[src/rtl/interleaver_ctrl.sv]
// interleaver_ctrl: gathers serial coded bits into Ncbps-sized blocks and hands them to the interleaver.
// A config load mid-block is parked as pending and takes effect once the block in progress completes.
module interleaver_ctrl #(
  parameter int MAX_BLK = 1152,
  parameter int CNT_W   = 16
) (
  input  logic               clk,
  input  logic               reset,
  input  logic [1:0]         cfg_mod,
  input  logic [2:0]         cfg_subch,
  input  logic               cfg_load,
  input  logic               in_bit,
  input  logic               in_valid,
  output logic               in_ready,
  output logic [MAX_BLK-1:0] blk_data,
  output logic [10:0]        blk_size,
  output logic               blk_valid,
  input  logic               blk_ready,
  output logic               cfg_err,
  output logic [CNT_W-1:0]   blk_count
);
  typedef enum logic [1:0] {IDLE, FILL, HOLD} state_t;
  state_t r_state, w_next;
  logic [MAX_BLK-1:0] r_data;
  logic [10:0] r_idx, r_cur, r_blk_size, r_pnd_size, w_new, w_ncpc;
  logic [CNT_W-1:0] r_count;
  logic r_pnd, r_pnd_bad, r_stop, r_err;
  logic w_ld_ok, w_ld_bad, w_acc, w_last, w_hs, w_imm, w_stop_n;
  always_comb begin
    w_ncpc   = cfg_mod == 2'd0 ? 11'd1 : cfg_mod == 2'd1 ? 11'd2 : cfg_mod == 2'd2 ? 11'd4 : 11'd6;
    w_new    = (11'd12 * w_ncpc) << cfg_subch;
    w_ld_ok  = cfg_load && cfg_subch <= 3'd4;
    w_ld_bad = cfg_load && cfg_subch > 3'd4;
    w_acc    = r_state == FILL && in_valid;
    w_last   = w_acc && r_idx == r_cur - 11'd1;
    w_hs     = r_state == HOLD && blk_ready;
    // an empty block may adopt a new config at once unless a bad load would strand a bit taken this cycle
    w_imm    = r_state == FILL && r_idx == 11'd0 && (w_ld_ok || !in_valid);
    w_stop_n = w_ld_ok ? 1'b0 : w_ld_bad ? 1'b1 : r_stop;
  end
  always_ff @(posedge clk or posedge reset)
    if (reset) r_state <= IDLE;
    else r_state <= w_next;
  always_comb begin
    w_next = r_state;
    if (r_state == IDLE) w_next = w_ld_ok ? FILL : IDLE;
    else if (r_state == FILL) w_next = w_last ? HOLD : (w_imm && w_ld_bad) ? IDLE : FILL;
    else w_next = w_hs ? (w_stop_n ? IDLE : FILL) : HOLD;
  end
  always_comb begin
    in_ready  = r_state == FILL;
    blk_valid = r_state == HOLD;
  end
  always_ff @(posedge clk or posedge reset)
    if (reset) begin
      r_data     <= '0;
      r_idx      <= '0;
      r_cur      <= '0;
      r_blk_size <= '0;
      r_pnd_size <= '0;
      r_pnd      <= 1'b0;
      r_pnd_bad  <= 1'b0;
      r_stop     <= 1'b0;
      r_err      <= 1'b0;
      r_count    <= '0;
    end else begin
      if (w_acc) begin
        r_data[r_idx] <= in_bit;
        r_idx         <= w_last ? 11'd0 : r_idx + 11'd1;
      end
      if (w_last) r_blk_size <= r_cur;
      if (r_state == HOLD || w_last) begin
        if (w_ld_ok) begin
          r_cur  <= w_new;
          r_err  <= 1'b0;
          r_stop <= 1'b0;
        end else if (w_ld_bad) begin
          r_err  <= 1'b1;
          r_stop <= 1'b1;
        end else if (w_last && r_pnd) begin
          r_err  <= r_pnd_bad;
          r_stop <= r_pnd_bad;
          if (!r_pnd_bad) r_cur <= r_pnd_size;
        end
        if (w_last) r_pnd <= 1'b0;
      end else if (cfg_load) begin
        if (r_state == IDLE || w_imm) begin
          r_err  <= w_ld_bad;
          r_stop <= 1'b0;
          if (w_ld_ok) r_cur <= w_new;
        end else begin
          r_pnd      <= 1'b1;
          r_pnd_bad  <= w_ld_bad;
          r_pnd_size <= w_new;
          if (w_ld_bad) r_err <= 1'b1;
        end
      end
      if (w_hs) begin
        r_data  <= '0;
        r_count <= r_count + CNT_W'(1);
        r_stop  <= 1'b0;
      end
    end
  always_comb begin
    blk_data  = r_data;
    blk_size  = r_blk_size;
    cfg_err   = r_err;
    blk_count = r_count;
  end
endmodule
[config.mk]
export PLATFORM = sky130hd
export DESIGN_NAME = interleaver_ctrl
export DESIGN_NICKNAME = d
export VERILOG_FILES = /design/src/rtl/interleaver_ctrl.sv
export SDC_FILE = /design/constraint.sdc
export NUM_CORES = 2
export LEC_CHECK = 0
export ABC_AREA = 1
export BUFFER_PORTS_ARGS = -buffer_cell sky130_fd_sc_hd__clkbuf_2
export CORE_AREA = 2 2 465 467
export CTS_CLUSTER_DIAMETER = 150
export CTS_CLUSTER_SIZE = 20
export DETAILED_ROUTE_END_ITERATION = 8
export DIE_AREA = 0 0 467 469
export PLACE_DENSITY = 0.49
export SLEW_MARGIN = 20
export SYNTH_ARGS = -nofsm -noshare
export SYNTH_HDL_FRONTEND = slang
export SYNTH_SLANG_ARGS = --single-unit
[constraint.sdc]
create_clock -name clk -period 60 [get_ports clk]
set_clock_uncertainty 0.15 [all_clocks]
set_input_delay 9 -clock clk [delete_from_list [all_inputs] [get_ports clk]]
set_output_delay 9 -clock clk [all_outputs]
set_load 0.05 [all_outputs]
Word-level counts from Yosys, hierarchy flattened
Cells that the tools add are included.
{"block": "word_totals", "register_bits": 1218, "inputBits": 11, "out_inout_bits": 1182, "word_cells": 104}
{"block": "op_classes", "add_sub_neg": 3, "n_mul": 1, "magnitude_cmp": 4, "eq_ne": 11, "shift": 1, "n_mux": 41, "n_bitwise": 2, "n_reduce_logical": 30}
{"cell": "two-way mux 1152 bit", "n": 2}
{"cell": "bitwise mux 1152 bit", "n": 1}
{"cell": "two-way mux 11 bit", "n": 9}
{"cell": "two-way mux 1 bit", "n": 21}
{"cell": "adder 16 x 1 -> 16 bit (second input constant)", "n": 1}
{"cell": "< comparator 11 x 12 -> 1 bit (second input constant)", "n": 1}
{"cell": "AND reduction 3 bit", "n": 4}
{"cell": "adder 11 x 1 -> 11 bit (second input constant)", "n": 1}
{"cell": "demux 1 bit (select 11 bit)", "n": 1}
{"cell": "equality test 11 bit", "n": 1}
{"cell": ">= comparator 11 x 1 -> 1 bit (second input constant)", "n": 1}
{"cell": "logical NOT 11 bit", "n": 1}
{"cell": "left shift 7 x 3 -> 11 bit", "n": 1}
{"cell": "subtractor 11 x 1 -> 11 bit (second input constant)", "n": 1}
{"cell": "logical AND 1 bit", "n": 10}
{"cell": "two-way mux 2 bit", "n": 5}
{"cell": "nonzero test 2 bit", "n": 5}
{"cell": "nonzero test 3 bit", "n": 3}
{"cell": "two-way mux 3 bit", "n": 2}
{"cell": "!= test 2 bit (second input constant)", "n": 3}
{"cell": "AND reduction 6 bit", "n": 1}
{"cell": "multiplier 2 x 3 -> 5 bit (first input constant)", "n": 1}
{"cell": "!= test 5 x 4 -> 1 bit (second input constant)", "n": 1}
{"cell": "equality test 2 x 1 -> 1 bit (second input constant)", "n": 2}
{"cell": "9 further kinds", "n": 14}

Longest topological paths before layout
{"block": "depth", "ltp_word": 10, "ltp_mapped": 16, "depth_no_buf": 16}

Worst setup path after synthesis
No wires, ideal clock.
{"block": "synth_path", "path_kind": "input to register", "startpoint": "in cfg_subch[2]", "endpoint": "reg r_cur[2]", "setup_ns": 0.116, "arrival_ns": 10.388, "required_ns": 59.734, "setup_slack_ns": 49.346, "cell_stages": 14, "n_path_buf": 2, "cell_sequence": "clkbuf_2 -> inv_1 -> a21oi_1 -> nor2_1 -> inv_2 -> a21oi_1 -> nand2_1 -> nand2_1 -> inv_1 -> nand3_2 -> nand3_2 -> buf_2 -> nand2_1 -> nand2_1"}
{"block": "synth_via", "elab_chain_len": 7}
{"item": "start, declared", "line": "10", "text": "input logic [2:0] cfg_subch,"}
{"item": "less-or-equal comparator 3 bit", "line": "32", "text": "w_ld_ok = cfg_load && cfg_subch <= 3'd4;"}
{"item": "logical AND 1 bit", "line": "32"}
{"item": "logical OR 1 bit", "line": "38", "text": "w_imm = r_state == FILL && r_idx == 11'd0 && (w_ld_ok || !in_valid);"}
{"item": "logical AND 1 bit", "line": "38"}
{"item": "logical OR 1 bit", "line": "87", "text": "if (r_state == IDLE || w_imm) begin"}
{"item": "nonzero test 2 bit (no source line)"}
{"item": "AND reduction 6 bit (no source line)"}
{"item": "end signal, assigned", "line": "74", "text": "r_cur <= w_new;"}
{"item": "end signal, assigned", "line": "83", "text": "if (!r_pnd_bad) r_cur <= r_pnd_size;"}
{"item": "end signal, assigned", "line": "90", "text": "if (w_ld_ok) r_cur <= w_new;"}
{"item": "end, declared", "line": "25", "text": "logic [10:0] r_idx, r_cur, r_blk_size, r_pnd_size, w_new, w_ncpc;"}
Parallel ways exist; a longest one is shown, timed or not. The select of a mux whose other input is x is not followed.
A chain may end at the register's enable or synchronous reset.

Worst setup path after layout
{"block": "layout_path", "startpoint": "in in_valid", "endpoint": "reg r_data[501], in the netlist blk_data[501]"}
{"block": "layout_via", "elab_chain_len": 2}
{"item": "start, declared", "line": "13", "text": "input logic in_valid,"}
{"item": "logical AND 1 bit", "line": "34", "text": "w_acc = r_state == FILL && in_valid;"}
{"item": "nonzero test 2 bit (no source line)"}
{"item": "end signal, assigned by index", "line": "68", "text": "r_data[r_idx] <= in_bit;"}
{"item": "end, declared", "line": "24", "text": "logic [MAX_BLK-1:0] r_data;"}
No other way between the ends.

==> flow_summary.toml <==
[route]
num_vias = 53114
wl_per_cell_um = 27.8
wl_mm = 274
wl_met1_mm = 111
dr.max_layer_used = "met5"
vias_per_cell = 5.39
dr_wl_met2_mm = 127
drt-pass1-iter-count = 9
wl_met3_mm = 24.6
antenna_left = 0
drtIter0Drc = 5642
drcViolationCount = 1

[floorplanning]
io-pin-count = 1193
dieArea_um2 = 219000
num_rows = 170
die_h_um = 469
die_x_um = 467
initial_utilization_pct = 26.3
core_area_um2 = 214000

[clock_network]
numCtsBuffers = 72
holdBufCountCts = 0
clkLatencyLatePin_ns = 0.76
h-tree-depth = 3
cts_setup_buffers = 0
cts_tree = "yes"
cts_resized = 0
clock-sinks = 1212
clk_path_buf_depth = 3
clkSlewWorstSetupHoldPaths_ns = 0.09
clock_tree.root_cell = "clkbuf_16"

[final_layout]
syn_to_final_growth_pct = 17.5
drive_gt1_share_pct = 22.6
nNetsFinal = 7023
final_common_cell = "nand2_1"
fin_cells = 9859
layout_common_cells = "1553 x nand2_1, 1212 x dfrtp_1, 1189 x clkbuf_2"

[synthesis]
syn_area_per_cell_um2 = 8.91
synth_top_cell_area_share_pct = 53.9
ys_types = 47
synth_edf_count = 0
synth_flop_cell = "dfrtp_1"
ys_warn_count = 0
ys_seq_area_share_pct = 53.9
synthArstFlopShare_pct = 100
synth_top_area_cell = "dfrtp_1"
synth_seq_cells = 1212
synth.area.top_cells = "dfrtp_1 54%, nand2_1 10%, o32ai_1 9.4%"
syn_area_um2 = 56300
netlist_instances = 6321

[status]
status = "complete, but fails checks"
violations = "DRC"

[worst_setup_path]
crit_type = "primary input to register"
startpoint = "in_valid"
cp_max_fo = 88
worstRegToRegCells = 11
r2r_start = "r_state[1]"
reg2reg_slack_ns = 52.81
cp.required_ns = 60.42
r2r-end = "blk_data[501]"
critPathCapture = "blk_data[501]"
end_kind = "register"
arrival_ns = 15.59
setup.worst_path.start_class = "primary input"

[timing]
finalCritPeriodShare_pct = 25.3
max_clock_freq_ghz = 0.0659
fin_crit_ns = 15.17
rsz0062_at_grt = "no"
hold_viol = 0
finalSetupTns_ns = 0
worst_slew_pin_slew_ns = 1.22
slew_viol_final = 0
layout_setup_ws_ns = 44.83
relSlewSlack_pct = 18.6
setup_viol = 0

[place]
placed_cells = 9766
gp_congestion = 0.859
numPortBuffers = 1190
pre_cts_ws_ns = 44.30
dp_hpwl_mm = 175

[job]
max-cap-violations = 0

[grt]
overflow = 0
grtUsageTotal_pct = 23.9
grt_max_degree = 208
antenna_found_initial = 9
grt_pass1_wl_mm = 382
grt_pass1_vias = 49037

[pwr]
p_leak_nw = 28.3
vdd_drop_max_uv = 21.0
p_per_area_nw_per_um2 = 28.3

[hold_path]
min_from = "r_pnd_bad"
holdCritPathClass = "register to register"
critical path, stage by stage:
cell and delay (ns):
clkbuf_2 0.17, nand3_4 0.65, inv_2 0.03, buf_4 0.37, nand3_4 0.58, buf_4 0.70, buf_4 0.88, buf_4 0.85
buf_4 0.78, buf_4 0.92, o32ai_1 0.23
logic make-up after synthesis:
family,share of synthesized area [%]
AND/OR/NAND/NOR,20.2
AO/OA/AOI/OAI,18.5
flip-flops,53.9
buffers and inverters,6.35
multiplexers,0.427
XOR/XNOR,0.358
adder cells (fa/ha/maj),0.222
other,0.00666
report_power, final:
part           leakage (nW)  switching (mW)  total [mW]  internal (mW)
sequential             16.9          0.0162       0.846          0.829
combinational          10.5           0.432       0.489         0.0572
clock                 0.970           0.308       0.537          0.228
area by class of cell:
type	instances	area, um2
tap	2838	3550
sequential	1212	30300
fill	22546	148000
clock inverter	8	116
timing repair buffer	1322	7020
clock buffer	75	1860
antenna	10	25.0
multi-input combinational	4232	22600
inverter	162	646
per-stage QoR:
step	util, %	power, mW	area [um2]	hold WS (ns)
2_1_floorplan	-	1.17	56300	0.292
3_3_place_gp	30.0	1.35	64100	0.311
3_5_place_dp	30.0	1.35	64100	0.320
4_1_cts	30.9	1.88	66100	0.340
5_1_grt	30.9	1.94	66100	0.369
6_report	30.9	1.87	66100	0.342
registers in the layout, summed over array words and instances, names as in the netlist:
signal / count
r_cur: 9
blk_data: 1152
blk_count: 16
r_pnd_size: 9
r_pnd: 1
cfg_err: 1
r_state: 2
r_pnd_bad: 1
r_idx: 11
r_stop: 1
blk_size: 9
how the worst min path moves through the flow:
stage          depth (start not counted)  slack [ns]     endpoint
3_5_place_dp                           2        0.32       r_stop
4_1_cts                                2        0.34       r_stop
6_report                               2        0.34    r_pnd_bad
2_1_floorplan                          2        0.29       r_stop
5_1_grt                                2        0.37  blk_size[3]
3_3_place_gp                           2        0.31       r_stop
layer usage:
layer	track usage (%)	up-vias
li1	-	23713
met1	30.9	26568
met2	37.6	2484
met3	6.53	347
met4	9.53	2
met5	0	-
synthesized netlist by cell type, drive strengths merged, types with 4 or more instances:
| library cell | count |
|---|---|
| nor2 | 416 |
| a21oi | 415 |
| dfrtp | 1212 |
| o32ai | 603 |
| o31ai | 37 |
| o211ai | 24 |
| clkbuf | 490 |
| nand4 | 4 |
| buf | 226 |
| nand2 | 1557 |
| o22ai | 233 |
| inv | 154 |
| nor4 | 16 |
| xnor2 | 4 |
| nor3 | 619 |
| clkinv | 8 |
| o311ai | 37 |
| o21ai | 69 |
| ha | 10 |
| xor2 | 19 |
| a41oi | 27 |
| mux2i | 24 |
| nand3 | 83 |
| a32oi | 27 |
No activity file was read; power rests on OpenSTA's default activity.
